==> config.mk <==
export PLATFORM = sky130hd
export DESIGN_NAME = dmem_arbiter_flat
export DESIGN_NICKNAME = d
export VERILOG_FILES = /design/src/rtl/dmem_arbiter_if.sv /design/src/rtl/dmem_arbiter.sv /design/src/flat_wrapper.sv
export SDC_FILE = /design/constraint.sdc
export NUM_CORES = 1
export LEC_CHECK = 0
export BUFFER_PORTS_ARGS = -buffer_cell sky130_fd_sc_hd__buf_2
export CAP_MARGIN = 10
export CORE_MARGIN = 8
export CORE_UTILIZATION = 39
export CTS_BUF_LIST = sky130_fd_sc_hd__clkbuf_8
export CTS_CLUSTER_SIZE = 16
export DETAILED_ROUTE_END_ITERATION = 12
export PLACE_DENSITY_LB_ADDON = 0.08
export SLEW_MARGIN = 20
export SYNTH_ARGS = -nofsm -noshare
export SYNTH_HDL_FRONTEND = slang
export SYNTH_SLANG_ARGS = --single-unit
==> constraint.sdc <==
create_clock -name clock -period 1.6 [get_ports clock]
set_input_delay 0.32 -clock clock [delete_from_list [all_inputs] [get_ports clock]]
set_output_delay 0.32 -clock clock [all_outputs]
set_load 0.005 [all_outputs]
==> src/rtl/dmem_arbiter_if.sv <==
// dmem_arbiter_if: requester-side and memory-side signals of the data-memory arbiter
interface dmem_arbiter_if #(
    parameter int ADDR_W = 32,
    parameter int DATA_W = 32
);
    logic [1:0]          req;
    logic [1:0]          lock;
    logic [1:0]          we;
    logic [5:0]          op;
    logic [2*ADDR_W-1:0] addr;
    logic [2*DATA_W-1:0] wdata;
    logic [1:0]          gnt;
    logic [1:0]          ack;
    logic [DATA_W-1:0]   rdata;
    logic [ADDR_W-1:0]   mem_addr;
    logic [DATA_W-1:0]   mem_din;
    logic [2:0]          mem_op;
    logic                mem_we;
    logic [DATA_W-1:0]   mem_dout;
    modport master (
        output req, lock, we, op, addr, wdata, mem_dout,
        input  gnt, ack, rdata, mem_addr, mem_din, mem_op, mem_we
    );
    modport slave (
        input  req, lock, we, op, addr, wdata, mem_dout,
        output gnt, ack, rdata, mem_addr, mem_din, mem_op, mem_we
    );
endinterface

==> src/rtl/dmem_arbiter.sv <==
// dmem_arbiter: two-master round-robin arbiter with RMW lock for the data-memory port (option macro DMEM_ARB_FIXED_PRIO_EN)
module dmem_arbiter #(
    parameter int ADDR_W  = 32,
    parameter int DATA_W  = 32,
    parameter int MEM_LAT = 1
) (
    input logic           clock,
    input logic           reset,
    dmem_arbiter_if.slave bus
);
    localparam int CW = MEM_LAT > 1 ? $clog2(MEM_LAT) : 1;
    typedef enum logic [1:0] {IDLE, ISSUE, WAIT, RESP} state_t;
    state_t        state, state_nx;
    logic [CW-1:0] cnt;
    logic          last_gnt, lock_held, win, tie_win, start;

    // state register
    always_ff @(posedge clock) begin
        if (!reset) state <= IDLE;
        else state <= state_nx;
    end

    // pick the winner among current requests and sequence IDLE/ISSUE/WAIT/RESP
    always_comb begin
`ifdef DMEM_ARB_FIXED_PRIO_EN
        tie_win = 1'b0;
`else
        tie_win = ~last_gnt;
`endif
        start = state == IDLE && |bus.req;
        win = (lock_held && bus.req[last_gnt]) ? last_gnt : &bus.req ? tie_win : bus.req[1];
        state_nx = state == IDLE  ? (start ? ISSUE : IDLE)
                 : state == ISSUE ? WAIT
                 : state == WAIT  ? (cnt == '0 ? RESP : WAIT)
                 : IDLE;
    end

    // registered memory request, latency count, read capture, ack and lock bookkeeping
    always_ff @(posedge clock) begin
        if (!reset) begin
            bus.gnt      <= '0;
            bus.ack      <= '0;
            bus.rdata    <= '0;
            bus.mem_addr <= '0;
            bus.mem_din  <= '0;
            bus.mem_op   <= '0;
            bus.mem_we   <= 1'b0;
            last_gnt     <= 1'b1;
            lock_held    <= 1'b0;
            cnt          <= '0;
        end else begin
            bus.mem_we <= 1'b0;
            bus.ack    <= '0;
            if (start) begin
                bus.gnt      <= win ? 2'b10 : 2'b01;
                bus.mem_addr <= win ? bus.addr[2*ADDR_W-1:ADDR_W] : bus.addr[ADDR_W-1:0];
                bus.mem_din  <= win ? bus.wdata[2*DATA_W-1:DATA_W] : bus.wdata[DATA_W-1:0];
                bus.mem_op   <= win ? bus.op[5:3] : bus.op[2:0];
                bus.mem_we   <= bus.we[win];
                last_gnt     <= win;
                cnt          <= CW'(MEM_LAT - 1);
            end
            if (state == WAIT) begin
                if (cnt == '0) begin
                    bus.rdata <= bus.mem_dout;
                    bus.ack   <= bus.gnt;
                end else begin
                    cnt <= cnt - CW'(1);
                end
            end
            if (state == RESP) begin
                lock_held <= bus.lock[bus.gnt[1]];
                bus.gnt   <= '0;
            end
        end
    end
endmodule

==> src/flat_wrapper.sv <==
// flat-port wrapper written by rule: the top's interface ports become plain ports
module dmem_arbiter_flat 
#(
    parameter int ADDR_W  = 32,
    parameter int DATA_W  = 32,
    parameter int MEM_LAT = 1
)
  (clock, reset, bus_req, bus_lock, bus_we, bus_op, bus_addr, bus_wdata, bus_mem_dout, bus_gnt, bus_ack, bus_rdata, bus_mem_addr, bus_mem_din, bus_mem_op, bus_mem_we);
  dmem_arbiter_if #(.ADDR_W(ADDR_W), .DATA_W(DATA_W)) bus_i ();
  input logic clock;
  input logic reset;
  input wire logic [$bits(bus_i.req)-1:0] bus_req;
  input wire logic [$bits(bus_i.lock)-1:0] bus_lock;
  input wire logic [$bits(bus_i.we)-1:0] bus_we;
  input wire logic [$bits(bus_i.op)-1:0] bus_op;
  input wire logic [$bits(bus_i.addr)-1:0] bus_addr;
  input wire logic [$bits(bus_i.wdata)-1:0] bus_wdata;
  input wire logic [$bits(bus_i.mem_dout)-1:0] bus_mem_dout;
  output wire logic [$bits(bus_i.gnt)-1:0] bus_gnt;
  output wire logic [$bits(bus_i.ack)-1:0] bus_ack;
  output wire logic [$bits(bus_i.rdata)-1:0] bus_rdata;
  output wire logic [$bits(bus_i.mem_addr)-1:0] bus_mem_addr;
  output wire logic [$bits(bus_i.mem_din)-1:0] bus_mem_din;
  output wire logic [$bits(bus_i.mem_op)-1:0] bus_mem_op;
  output wire logic [$bits(bus_i.mem_we)-1:0] bus_mem_we;
  assign bus_i.req = bus_req;
  assign bus_i.lock = bus_lock;
  assign bus_i.we = bus_we;
  assign bus_i.op = bus_op;
  assign bus_i.addr = bus_addr;
  assign bus_i.wdata = bus_wdata;
  assign bus_i.mem_dout = bus_mem_dout;
  assign bus_gnt = bus_i.gnt;
  assign bus_ack = bus_i.ack;
  assign bus_rdata = bus_i.rdata;
  assign bus_mem_addr = bus_i.mem_addr;
  assign bus_mem_din = bus_i.mem_din;
  assign bus_mem_op = bus_i.mem_op;
  assign bus_mem_we = bus_i.mem_we;
  dmem_arbiter #(.ADDR_W(ADDR_W), .DATA_W(DATA_W), .MEM_LAT(MEM_LAT)) u_core (.clock(clock), .reset(reset), .bus(bus_i));
endmodule
==> results_dict.tcl <==
set metrics [dict create \
    areaGrowthSynthToFinish_pct 45.47 \
    nets 869 \
    hold_depth 2 \
    synth_top_area_share_pct 51.26 \
    synth_cells 424 \
    grt_pass1_vias 4530 \
    cellLeakagePower_nw 3.250 \
    period_needed_ns 1.548 \
    top_usage_layer "met2" \
    wl_per_cell_um 18.44 \
    hold_path.class "in -> reg" \
    finalWeightedCongestion 0.7816 \
    grt_usage_pct 19.67 \
    io_pins 278 \
    startpoint "u_core.state[0]" \
    ys_ff_latch 109 \
    drv_cap 0 \
    synth_area_leader_cell "dfxtp_1" \
    crit_type "reg -> reg" \
    root_buffer "clkbuf_8" \
    hp-start "bus_wdata[63]" \
    r2r-end "u_core.bus.mem_din[24]" \
    p_int_w 0.004366 \
    fmax_ghz 0.6460 \
    setup_viol 0 \
    p_per_area_mw_per_mm2 948.4 \
    r2r-start "u_core.state[0]" \
    utilization_pct 57.63 \
    clkSinkCount 109 \
    drive_above_1_share_pct 46.26 \
    ctsHoldBuffers 0 \
    synth_top_family_by_area "compound AO/OA/AOI/OAI gates" \
    synth_cell_types 27 \
    avgViaCountPerCell 5.151 \
    total_power_w 0.005872 \
    endpoint_kind "flip-flop" \
    finalHoldViolCount 0 \
    grt_pass1_wl_um 23200 \
    clock_skew_ns 0.01265 \
    pwr-share-comb_pct 18.7 \
    synth_xor_area_share_pct 0.4115 \
    worst_hold_path.endpoint "u_core.bus.mem_din[31]" \
    yosys.area_share.simple_pct 17.96 \
    synth_compound_area_share_pct 23.43 \
    crit_arrival_ns 1.85 \
    die_w_um 120.5 \
    die_y_um 120.5 \
    grt-ovfl-total 0 \
    drtPass1Iterations 4 \
    syn_nets 602 \
    clock_latency_ns 0.36 \
    cts_tree "built" \
    clockBufferDepth 2 \
    dieArea_mm2 0.01451 \
    ys_seq_area_share_pct 51.26 \
    syn_area_mm2 0.004257 \
    ant_nets 0 \
    core_area_mm2 0.01075 \
    htreeDepth 3 \
    worst_slew_pin_slew_ns 0.3615 \
    post-route-period-util_pct 96.75 \
    maxSlewHeadroom_pct 75.90 \
    start_util_pct 39.61 \
    clkTransAtPathRegs_ns 0.10 \
    p_sw_share_pct 25.66 \
    n_antenna_cell 0 \
    power.switching_w 0.001507 \
    slew_violations 0 \
    vias 4306 \
    cp_max_fo 12 \
    setup_tns_ns 0 \
    synthAdderAreaFrac_pct 1.176 \
    grt_util_met2_pct 34.18 \
    outcome "finished clean" \
    layout_commonest_cell "buf_2" \
    io_buffers 277 \
    ys_warn_count 0 \
    critPathLaunchType "flip-flop" \
    dp_hpwl_um 11340 \
    grt.met1_usage_pct 21.55 \
    reg2reg_depth 7 \
    finalWirelength_um 15420 \
    grt_max_degree 50 \
    antenna_found_initial 0 \
    drc 0 \
    nFillCells 1008 \
    max-vdd-ir-drop_mv 0.4237 \
    r2r_slack_ns 0.05 \
    cts_made_buffers 9 \
    netlist_top_cells_area "dfxtp_1 (51%), a221o_1 (16%), and3_1 (10%)" \
    row_count 38 \
    cp.required_ns 1.90 \
    final_cell_mix "buf_2 (277), dfxtp_1 (108), and3_1 (69)" \
    drtIter0Drc 252 \
    p_seq_share_pct 51.6 \
    use_met3_pct 6.853 \
    avgSynthCellArea_um2 10.04 \
    synth_mux_area_share_pct 0.4703 \
    clockPowerShare_pct 29.7 \
]
## registers in the layout (all words and copies together), names as in the netlist
signal and flops:
u_core.bus.ack 2, u_core.bus.gnt 2, u_core.bus.mem_addr 32, u_core.bus.mem_din 32, u_core.bus.mem_op 3, u_core.bus.mem_we 1
u_core.bus.rdata 32, u_core.cnt 1, u_core.last_gnt 1, u_core.lock_held 1, u_core.state 2
## cell type report
type                    instances  area, um2  area share, %
flip-flops and latches        109       2183          35.26
multi-input cells             269       1909          30.83
repair buffers                299       1702          27.48
well taps                     140      175.2          2.829
clock buffers                  12      165.2          2.667
clock inverters                 4      46.29         0.7476
inverters                       3      11.26         0.1819
## worst max path at each step
stage                         endpoint  slack, ns  depth (start not counted)
4_1_cts        u_core.bus.mem_addr[26]       0.04                          4
2_1_floorplan   u_core.bus.mem_addr[0]       0.01                          8
6_report        u_core.bus.mem_din[24]       0.05                          7
3_3_place_gp      u_core.bus.mem_op[2]       0.05                          6
5_1_grt        u_core.bus.mem_addr[22]      -0.02                          7
3_5_place_dp   u_core.bus.mem_addr[26]      0.006                          6
## per-layer routing
metal / wire length, um / up-vias
li1: - / 2098
met1: 5885 / 1981
met2: 7731 / 207
met3: 1505 / 20
met4: 295 / 0
met5: 0 / -
## worst max-delay path, stage by stage, from the launching register on
cell and delay (ns):
dfxtp_2 0.33, inv_1 0.12, ha_4 0.20, nand3_1 0.12
a21oi_4 0.21, buf_12 0.17, buf_6 0.18, a221o_1 0.15
## kinds of logic (layout without fill, tap and decap cells)
family / Yosys count / in the layout
buf+inv: 46 / 318
simple gates: 149 / 149
fa+ha+maj: 4 / 4
flops: 109 / 109
mux: 2 / 2
xor+xnor: 2 / 2
compound gates: 112 / 112
## timing repair
action	CTS	global route
setup buffers	0	1
gates resized for setup	1	6
setup endpoints to repair	16	67
gates cloned	0	4
## synthesized netlist by cell type (all sizes together)
| cell | n |
|---|---|
| clkbuf | 27 |
| and4b | 1 |
| o31ai | 1 |
| o211ai | 1 |
| xor2 | 1 |
| nand2b | 2 |
| ha | 4 |
| a21oi | 6 |
| dfxtp | 109 |
| nor3b | 2 |
| o21ai | 1 |
| xnor2 | 1 |
| nor2b | 1 |
| inv | 3 |
| mux2i | 2 |
| o21a | 2 |
| nor3 | 1 |
| and3 | 69 |
| buf | 16 |
| and3b | 1 |
| a221o | 67 |
| a21boi | 33 |
| nand2 | 68 |
| nand3 | 4 |
| o211a | 1 |
## power by group through the flow
stage / Combinational (W) / Clock, W / Sequential [W]
after floorplan: 0.000433 / 0 / 0.00310
after global placement: 0.00103 / 0 / 0.00308
after detailed placement: 0.00105 / 0 / 0.00308
after CTS: 0.00105 / 0.00179 / 0.00303
after global routing: 0.00119 / 0.00189 / 0.00306
final: 0.00110 / 0.00175 / 0.00303
## metrics by stage
stage	cell area (um2)	hold slack [ns]	instances	worst slack, ns
final	6192	0.1739	836	0.05203
after global routing	6192	0.1555	836	-0.01641
after CTS	6066	0.1523	831	0.03703
after detailed placement	5852	0.4533	815	0.006180
after global placement	5852	0.4463	815	0.04628
after floorplan	4259	0.4578	424	0.01376
(Power assumes the default switching activity.)
